--- src/rtl/ota_pkg.sv ---
`default_nettype none
// ============================================================================
// Module   : ota_pkg
// Brief    : Shared types and helpers for the OTA comparator post-processing.
// Revision : 1.0 - initial release
// ============================================================================
package ota_pkg;

    localparam int DEFAULT_CNT_W = 8;

    typedef enum logic [1:0] {
        IDLE = 2'd0,
        FILL = 2'd1,
        RUN  = 2'd2
    } state_t;

    function automatic logic [8:0] win_len(input logic [1:0] sel);
        logic [8:0] n;
        case (sel)
            2'd0:    n = 9'd32;
            2'd1:    n = 9'd64;
            2'd2:    n = 9'd128;
            default: n = 9'd256;
        endcase
        return n;
    endfunction

    // Last sample index of a window; N-1 always fits the 8-bit sample counter.
    function automatic logic [7:0] win_last(input logic [1:0] sel);
        logic [8:0] n_m1;
        n_m1 = win_len(sel) - 9'd1;
        return n_m1[7:0];
    endfunction

endpackage
`default_nettype wire

--- src/rtl/ota_in_cond.sv ---
`default_nettype none
// ============================================================================
// Module   : ota_in_cond
// Brief    : Comparator input resynchroniser followed by a 2-of-3 deglitcher.
// Revision : 1.0 - initial release
// ============================================================================
module ota_in_cond #(
    parameter int SYNC_STAGES = 2
) (
    input  logic clk,
    input  logic rst_n,
    input  logic cmp_in,
    output logic maj
);

    logic [SYNC_STAGES-1:0] r_sync;
    logic [SYNC_STAGES-1:0] w_sync_d;
    logic [2:0]             r_taps;

    assign w_sync_d = {r_sync[SYNC_STAGES-2:0], cmp_in};

    always_ff @(posedge clk or negedge rst_n) begin
        if (!rst_n) begin
            r_sync <= '0;
            r_taps <= 3'b000;
        end else begin
            r_sync <= w_sync_d;
            r_taps <= {r_taps[1:0], r_sync[SYNC_STAGES-1]};
        end
    end

    // A single-cycle pulse only ever occupies one tap, so it never wins the vote.
    assign maj = (r_taps[0] & r_taps[1]) |
                 (r_taps[1] & r_taps[2]) |
                 (r_taps[0] & r_taps[2]);

endmodule
`default_nettype wire

--- src/rtl/ota_pdm_decimator.sv ---
`default_nettype none
// ============================================================================
// Module   : ota_pdm_decimator
// Brief    : Counts deglitched comparator ones over a programmable window and
//            hands the density word out over valid/ready.
// Revision : 1.0 - initial release
// ============================================================================
module ota_pdm_decimator
    import ota_pkg::*;
#(
    parameter int CNT_W       = DEFAULT_CNT_W,
    parameter int SYNC_STAGES = 2
) (
    input  logic             clk,
    input  logic             rst_n,
    input  logic             ena,
    input  logic             cmp_in,
    input  logic [1:0]       win_sel,
    input  logic             clr_ovr,
    output logic [CNT_W-1:0] density,
    output logic             dens_valid,
    input  logic             dens_ready,
    output logic             overrun,
    output logic             busy
);

    localparam logic [7:0] c_FILL_LAST = 8'(SYNC_STAGES + 1);

    state_t           r_state;
    state_t           w_state_nxt;
    logic [7:0]       r_fill_cnt;
    logic [CNT_W:0]   r_acc;
    logic [7:0]       r_smp_cnt;
    logic [7:0]       r_win_last;
    logic [CNT_W-1:0] r_density;
    logic             r_dens_valid;
    logic             r_overrun;

    logic             w_maj;
    logic             w_fill_done;
    logic             w_enter_run;
    logic             w_win_end;
    logic [CNT_W:0]   w_sum;
    logic [CNT_W-1:0] w_sat;

    ota_in_cond #(
        .SYNC_STAGES (SYNC_STAGES)
    ) u_in_cond (
        .clk    (clk),
        .rst_n  (rst_n),
        .cmp_in (cmp_in),
        .maj    (w_maj)
    );

    assign w_fill_done = (r_state == FILL) && (r_fill_cnt == c_FILL_LAST);
    assign w_enter_run = w_fill_done && ena;
    assign w_win_end   = (r_state == RUN) && ena && (r_smp_cnt == r_win_last);

    // The accumulator can only reach 2^CNT_W, so the top bit alone flags saturation.
    assign w_sum = r_acc + {{CNT_W{1'b0}}, w_maj};
    assign w_sat = w_sum[CNT_W] ? {CNT_W{1'b1}} : w_sum[CNT_W-1:0];

    always_ff @(posedge clk or negedge rst_n) begin
        if (!rst_n) begin
            r_state <= IDLE;
        end else begin
            r_state <= w_state_nxt;
        end
    end

    always_comb begin
        w_state_nxt = r_state;
        case (r_state)
            IDLE: begin
                if (ena) begin
                    w_state_nxt = FILL;
                end
            end
            FILL: begin
                if (!ena) begin
                    w_state_nxt = IDLE;
                end else if (w_fill_done) begin
                    w_state_nxt = RUN;
                end
            end
            RUN: begin
                if (!ena) begin
                    w_state_nxt = IDLE;
                end
            end
            default: begin
                w_state_nxt = IDLE;
            end
        endcase
    end

    always_ff @(posedge clk or negedge rst_n) begin
        if (!rst_n) begin
            r_fill_cnt <= 8'd0;
        end else if ((r_state == FILL) && ena && !w_fill_done) begin
            r_fill_cnt <= r_fill_cnt + 8'd1;
        end else begin
            r_fill_cnt <= 8'd0;
        end
    end

    // Leaving RUN for any reason throws the partial window away.
    always_ff @(posedge clk or negedge rst_n) begin
        if (!rst_n) begin
            r_acc     <= '0;
            r_smp_cnt <= 8'd0;
        end else if ((r_state != RUN) || !ena || w_win_end) begin
            r_acc     <= '0;
            r_smp_cnt <= 8'd0;
        end else begin
            r_acc     <= w_sum;
            r_smp_cnt <= r_smp_cnt + 8'd1;
        end
    end

    always_ff @(posedge clk or negedge rst_n) begin
        if (!rst_n) begin
            r_win_last <= 8'd0;
        end else if (w_enter_run || w_win_end) begin
            r_win_last <= win_last(win_sel);
        end
    end

    always_ff @(posedge clk or negedge rst_n) begin
        if (!rst_n) begin
            r_density    <= '0;
            r_dens_valid <= 1'b0;
        end else if (w_win_end) begin
            r_density    <= w_sat;
            r_dens_valid <= 1'b1;
        end else if (r_dens_valid && dens_ready) begin
            r_dens_valid <= 1'b0;
        end
    end

    // Setting takes priority over a simultaneous clear.
    always_ff @(posedge clk or negedge rst_n) begin
        if (!rst_n) begin
            r_overrun <= 1'b0;
        end else if (w_win_end && r_dens_valid && !dens_ready) begin
            r_overrun <= 1'b1;
        end else if (clr_ovr) begin
            r_overrun <= 1'b0;
        end
    end

    assign density    = r_density;
    assign dens_valid = r_dens_valid;
    assign overrun    = r_overrun;
    assign busy       = (r_state != IDLE);

endmodule
`default_nettype wire

--- config.mk ---
export PLATFORM = sky130hd
export DESIGN_NAME = ota_pdm_decimator
export DESIGN_NICKNAME = d
export VERILOG_FILES = /design/src/rtl/ota_pkg.sv /design/src/rtl/ota_in_cond.sv /design/src/rtl/ota_pdm_decimator.sv
export SDC_FILE = /design/constraint.sdc
export NUM_CORES = 1
export LEC_CHECK = 0
export ABC_AREA = 1
export CAP_MARGIN = 10
export CORE_ASPECT_RATIO = 0.9
export CORE_MARGIN = 4
export CORE_UTILIZATION = 40
export CTS_BUF_LIST = sky130_fd_sc_hd__clkbuf_8
export DETAILED_ROUTE_END_ITERATION = 10
export MAX_ROUTING_LAYER = met4
export PLACE_DENSITY = 0.62
export SLEW_MARGIN = 40
export SYNTH_ARGS = -nofsm -noshare
export SYNTH_HDL_FRONTEND = slang
export SYNTH_HIERARCHICAL = 1
export SYNTH_SLANG_ARGS = --single-unit
--- constraint.sdc ---
create_clock -name clk -period 2.3 [get_ports clk]
set_input_delay 0.345 -clock clk [delete_from_list [all_inputs] [get_ports clk]]
set_output_delay 0.345 -clock clk [all_outputs]
set_load 0.1 [all_outputs]
==> results.sh <==
export IMPL_syn_to_final_growth_pct=14.9
export IMPL_hold_viol=0
export IMPL_wl_per_cell_um=11.1
export IMPL_antenna_found_initial=0
export IMPL_crit_chain="nand2_1 -> nand3_2 -> ha_1 -> ha_1 -> nand3_1 -> inv_1 -> nand4_1 -> nand2_1 -> inv_2 -> nand2_1 -> nand2_1 -> nand2_1"
export IMPL_synth_warnings=6
export IMPL_dieArea_mm2=0.00675
export IMPL_met2_usage_pct=20.8
export IMPL_synth_area_top_cells="dfrtp_1 52%, nand2_1 10%, nor2_1 5.5%"
export IMPL_globalRoute_totalOverflow=0
export IMPL_slowest_stage="dfrtp_1"
export IMPL_vias=1653
export IMPL_ant_nets=0
export IMPL_routed_via_density=4.75
export IMPL_drive_gt1_share_pct=15.3
export IMPL_wirelength_mm=3.87
export IMPL_setup_viol=0
export IMPL_met1_usage_pct=17.3
export IMPL_firstDrtPassIters=4
export IMPL_avgSynthCellArea_um2=8.56
export IMPL_status="finished, final reports clean"
export IMPL_cts_tree="built"
export IMPL_p_leak_nw=1.24
export IMPL_max_stage_delay_ns=0.40
export IMPL_grt_usage_pct=13.5
export IMPL_cts_resized=0
export IMPL_relSlewSlack_pct=75.0
export IMPL_worstPathRequired_ns=2.49
export IMPL_die_width_um=86.2
export IMPL_grt_max_degree=47
export IMPL_cts_setup_buffers=0
export IMPL_synth_edff_count=0
export IMPL_fin_tns_setup_ns=0
export IMPL_place_gp_congestion=0.817
export IMPL_hold_buffers=0
export IMPL_synth_top_cell_area_share_pct=52.3
export IMPL_cp_common_cell="nand2_1"
export IMPL_path_clk_slew_ns=0.09
export IMPL_met3_usage_pct=4.30
export IMPL_finalClockSkew_ns=0.0106
export IMPL_hold_path_class="primary input to asynchronous set/reset pin"
export IMPL_worstSkewPairLatency_ns=0.30
export IMPL_syn_inst=257
export IMPL_clockRootBuffer="clkbuf_8"
export IMPL_synth_nets=269
export IMPL_grt_pass1_vias=1622
export IMPL_h_tree_depth=2
export IMPL_ys_flop_type="dfrtp_1"
export IMPL_cts_sinks=46
export IMPL_synth_area_leader_cell="dfrtp_1"
export IMPL_drt_iter0_drc=102
export IMPL_final_cell_mix="59 x nand2_1, 46 x dfrtp_1, 32 x inv_1, 32 x nor2_1, 18 x nand3_1"
export IMPL_portBuffers=18
export IMPL_rsz0062_at_grt="false"
export IMPL_die_y_um=78.4
export IMPL_io_pins=19
export IMPL_power_density_mw_per_mm2=603
export IMPL_path_class="register to register"
export IMPL_drv_cap=0
export IMPL_nets=292
export IMPL_finalCritPeriodShare_pct=80.9
export IMPL_peakVddDrop_mv=0.409
export IMPL_timing_fmax_mhz=537
export IMPL_drcViolationCount=0
export IMPL_grt_pass1_wl_mm=7.09
export IMPL_postSynth_asyncResetShare_pct=100
export IMPL_worst_slew_pin_slew_ns=0.375
export IMPL_crit_path_end_kind="register"
export IMPL_clock_path_buffers=2
export IMPL_top_usage_layer="met2"
export IMPL_cp_start_kind="register"
export IMPL_total_power_mw=1.53
export IMPL_post_route_min_period_ns=1.86
export IMPL_cp_arrival_ns=2.05
export IMPL_final_common_cell="nand2_1"
export IMPL_cts_buffers=5
export IMPL_synth_area_mm2=0.00220
export IMPL_core_area_mm2=0.00529
export IMPL_antenna_cells=0
export IMPL_start_util_pct=41.6
export IMPL_rows=25
export IMPL_drv_slew=0
export IMPL_place_hpwl_mm=2.75
export IMPL_cp_max_fo=8
export IMPL_synth_cell_types=29
export IMPL_ys_seq_elements=46
export IMPL_synth_seq_area_share_pct=52.3
synth_stat cells (2+ instances only):
cell / count
a21oi_1: 7
buf_6: 3
dfrtp_1: 46
ha_1: 4
inv_1: 31
inv_2: 8
nand2_1: 59
nand2_2: 2
nand3_1: 18
nand4_1: 3
nor2_1: 32
nor2_2: 3
nor3_1: 10
nor3b_1: 3
o21ai_1: 5
o21ai_2: 5
xnor2_1: 2
xor2_1: 5
cell type report:
type	count	area, um2
Clock buffer	5	68.8
Clock inverter	3	41.3
Fill cell	504	2760
Inverter	40	150
Multi-Input combinational cell	168	866
Sequential cell	46	1150
Tap cell	67	83.8
Timing Repair Buffer	19	168
state kept, by name, summed over array words and instances, names as in the netlist:
| signal | count |
|---|---|
| r_fill_cnt | 8 |
| r_state | 2 |
| overrun | 1 |
| density | 8 |
| r_acc | 9 |
| dens_valid | 1 |
| r_win_last | 4 |
| u_in_cond/r_sync | 2 |
| r_smp_cnt | 8 |
| u_in_cond/r_taps | 3 |
through the flow:
stage / setup slack [ns] / std cells / hold WS [ns] / cell area [um2] / utilization, %
after floorplan: 0.684 / 257 / 0.0494 / 2200 / -
after global placement: 0.419 / 340 / 0.336 / 2420 / 45.8
after detailed placement: 0.369 / 340 / 0.345 / 2420 / 45.8
after CTS: 0.409 / 348 / 0.0209 / 2530 / 47.8
after global routing: 0.283 / 348 / 0.0231 / 2530 / 47.8
final: 0.439 / 348 / 0.0138 / 2530 / 47.8
worst max-delay path, delay by kind of cell, from the launching register on:
kind | cells | cell delay (ns)
simple gates | 8 | 0.78
flops | 1 | 0.40
fa+ha+maj | 2 | 0.40
buf+inv | 2 | 0.17
routing by layer:
metal | share of wire, % | vias to the layer above | routed length, um
li1 | - | 853 | -
met1 | 50 | 767 | 1940
met2 | 44 | 28 | 1700
met3 | 4.6 | 5 | 178
met4 | 1.3 | 0 | 49
met5 | 0 | - | 0
report_power, final:
part / leakage [nW] / total (mW) / switching (mW) / internal, mW
Sequential: 0.623 / 0.836 / 0.0127 / 0.823
Combinational: 0.561 / 0.103 / 0.0701 / 0.0330
Clock: 0.0556 / 0.586 / 0.266 / 0.320
final timing paths:
| path | startpoint | to | slack [ns] | depth (start not counted) |
|---|---|---|---|---|
| worst max-delay path | u_in_cond/r_taps[0] | density[5] | 0.44 | 12 |
| worst min-delay path | rst_n | r_win_last[6] | 0.01 | 2 |
| worst max register to register | u_in_cond/r_taps[0] | density[5] | 0.44 | 12 |
| worst min register to register | u_in_cond/r_sync[1] | u_in_cond/r_taps[0] | 0.36 | 0 |
| max in group asynchronous | rst_n | r_state[1] | 2.06 | 2 |
| min in group clk | u_in_cond/r_sync[1] | u_in_cond/r_taps[0] | 0.36 | 0 |
cell families after synthesis:
group | count (synthesis) | synth area share, %
flip-flops | 46 | 52.3
XOR/XNOR | 7 | 2.79
AO/OA/AOI/OAI | 20 | 5.57
adder cells (fa/ha/maj) | 4 | 2.27
AND/OR/NAND/NOR | 137 | 28.7
buffers and inverters | 43 | 8.36
(Power assumes the default switching activity.)
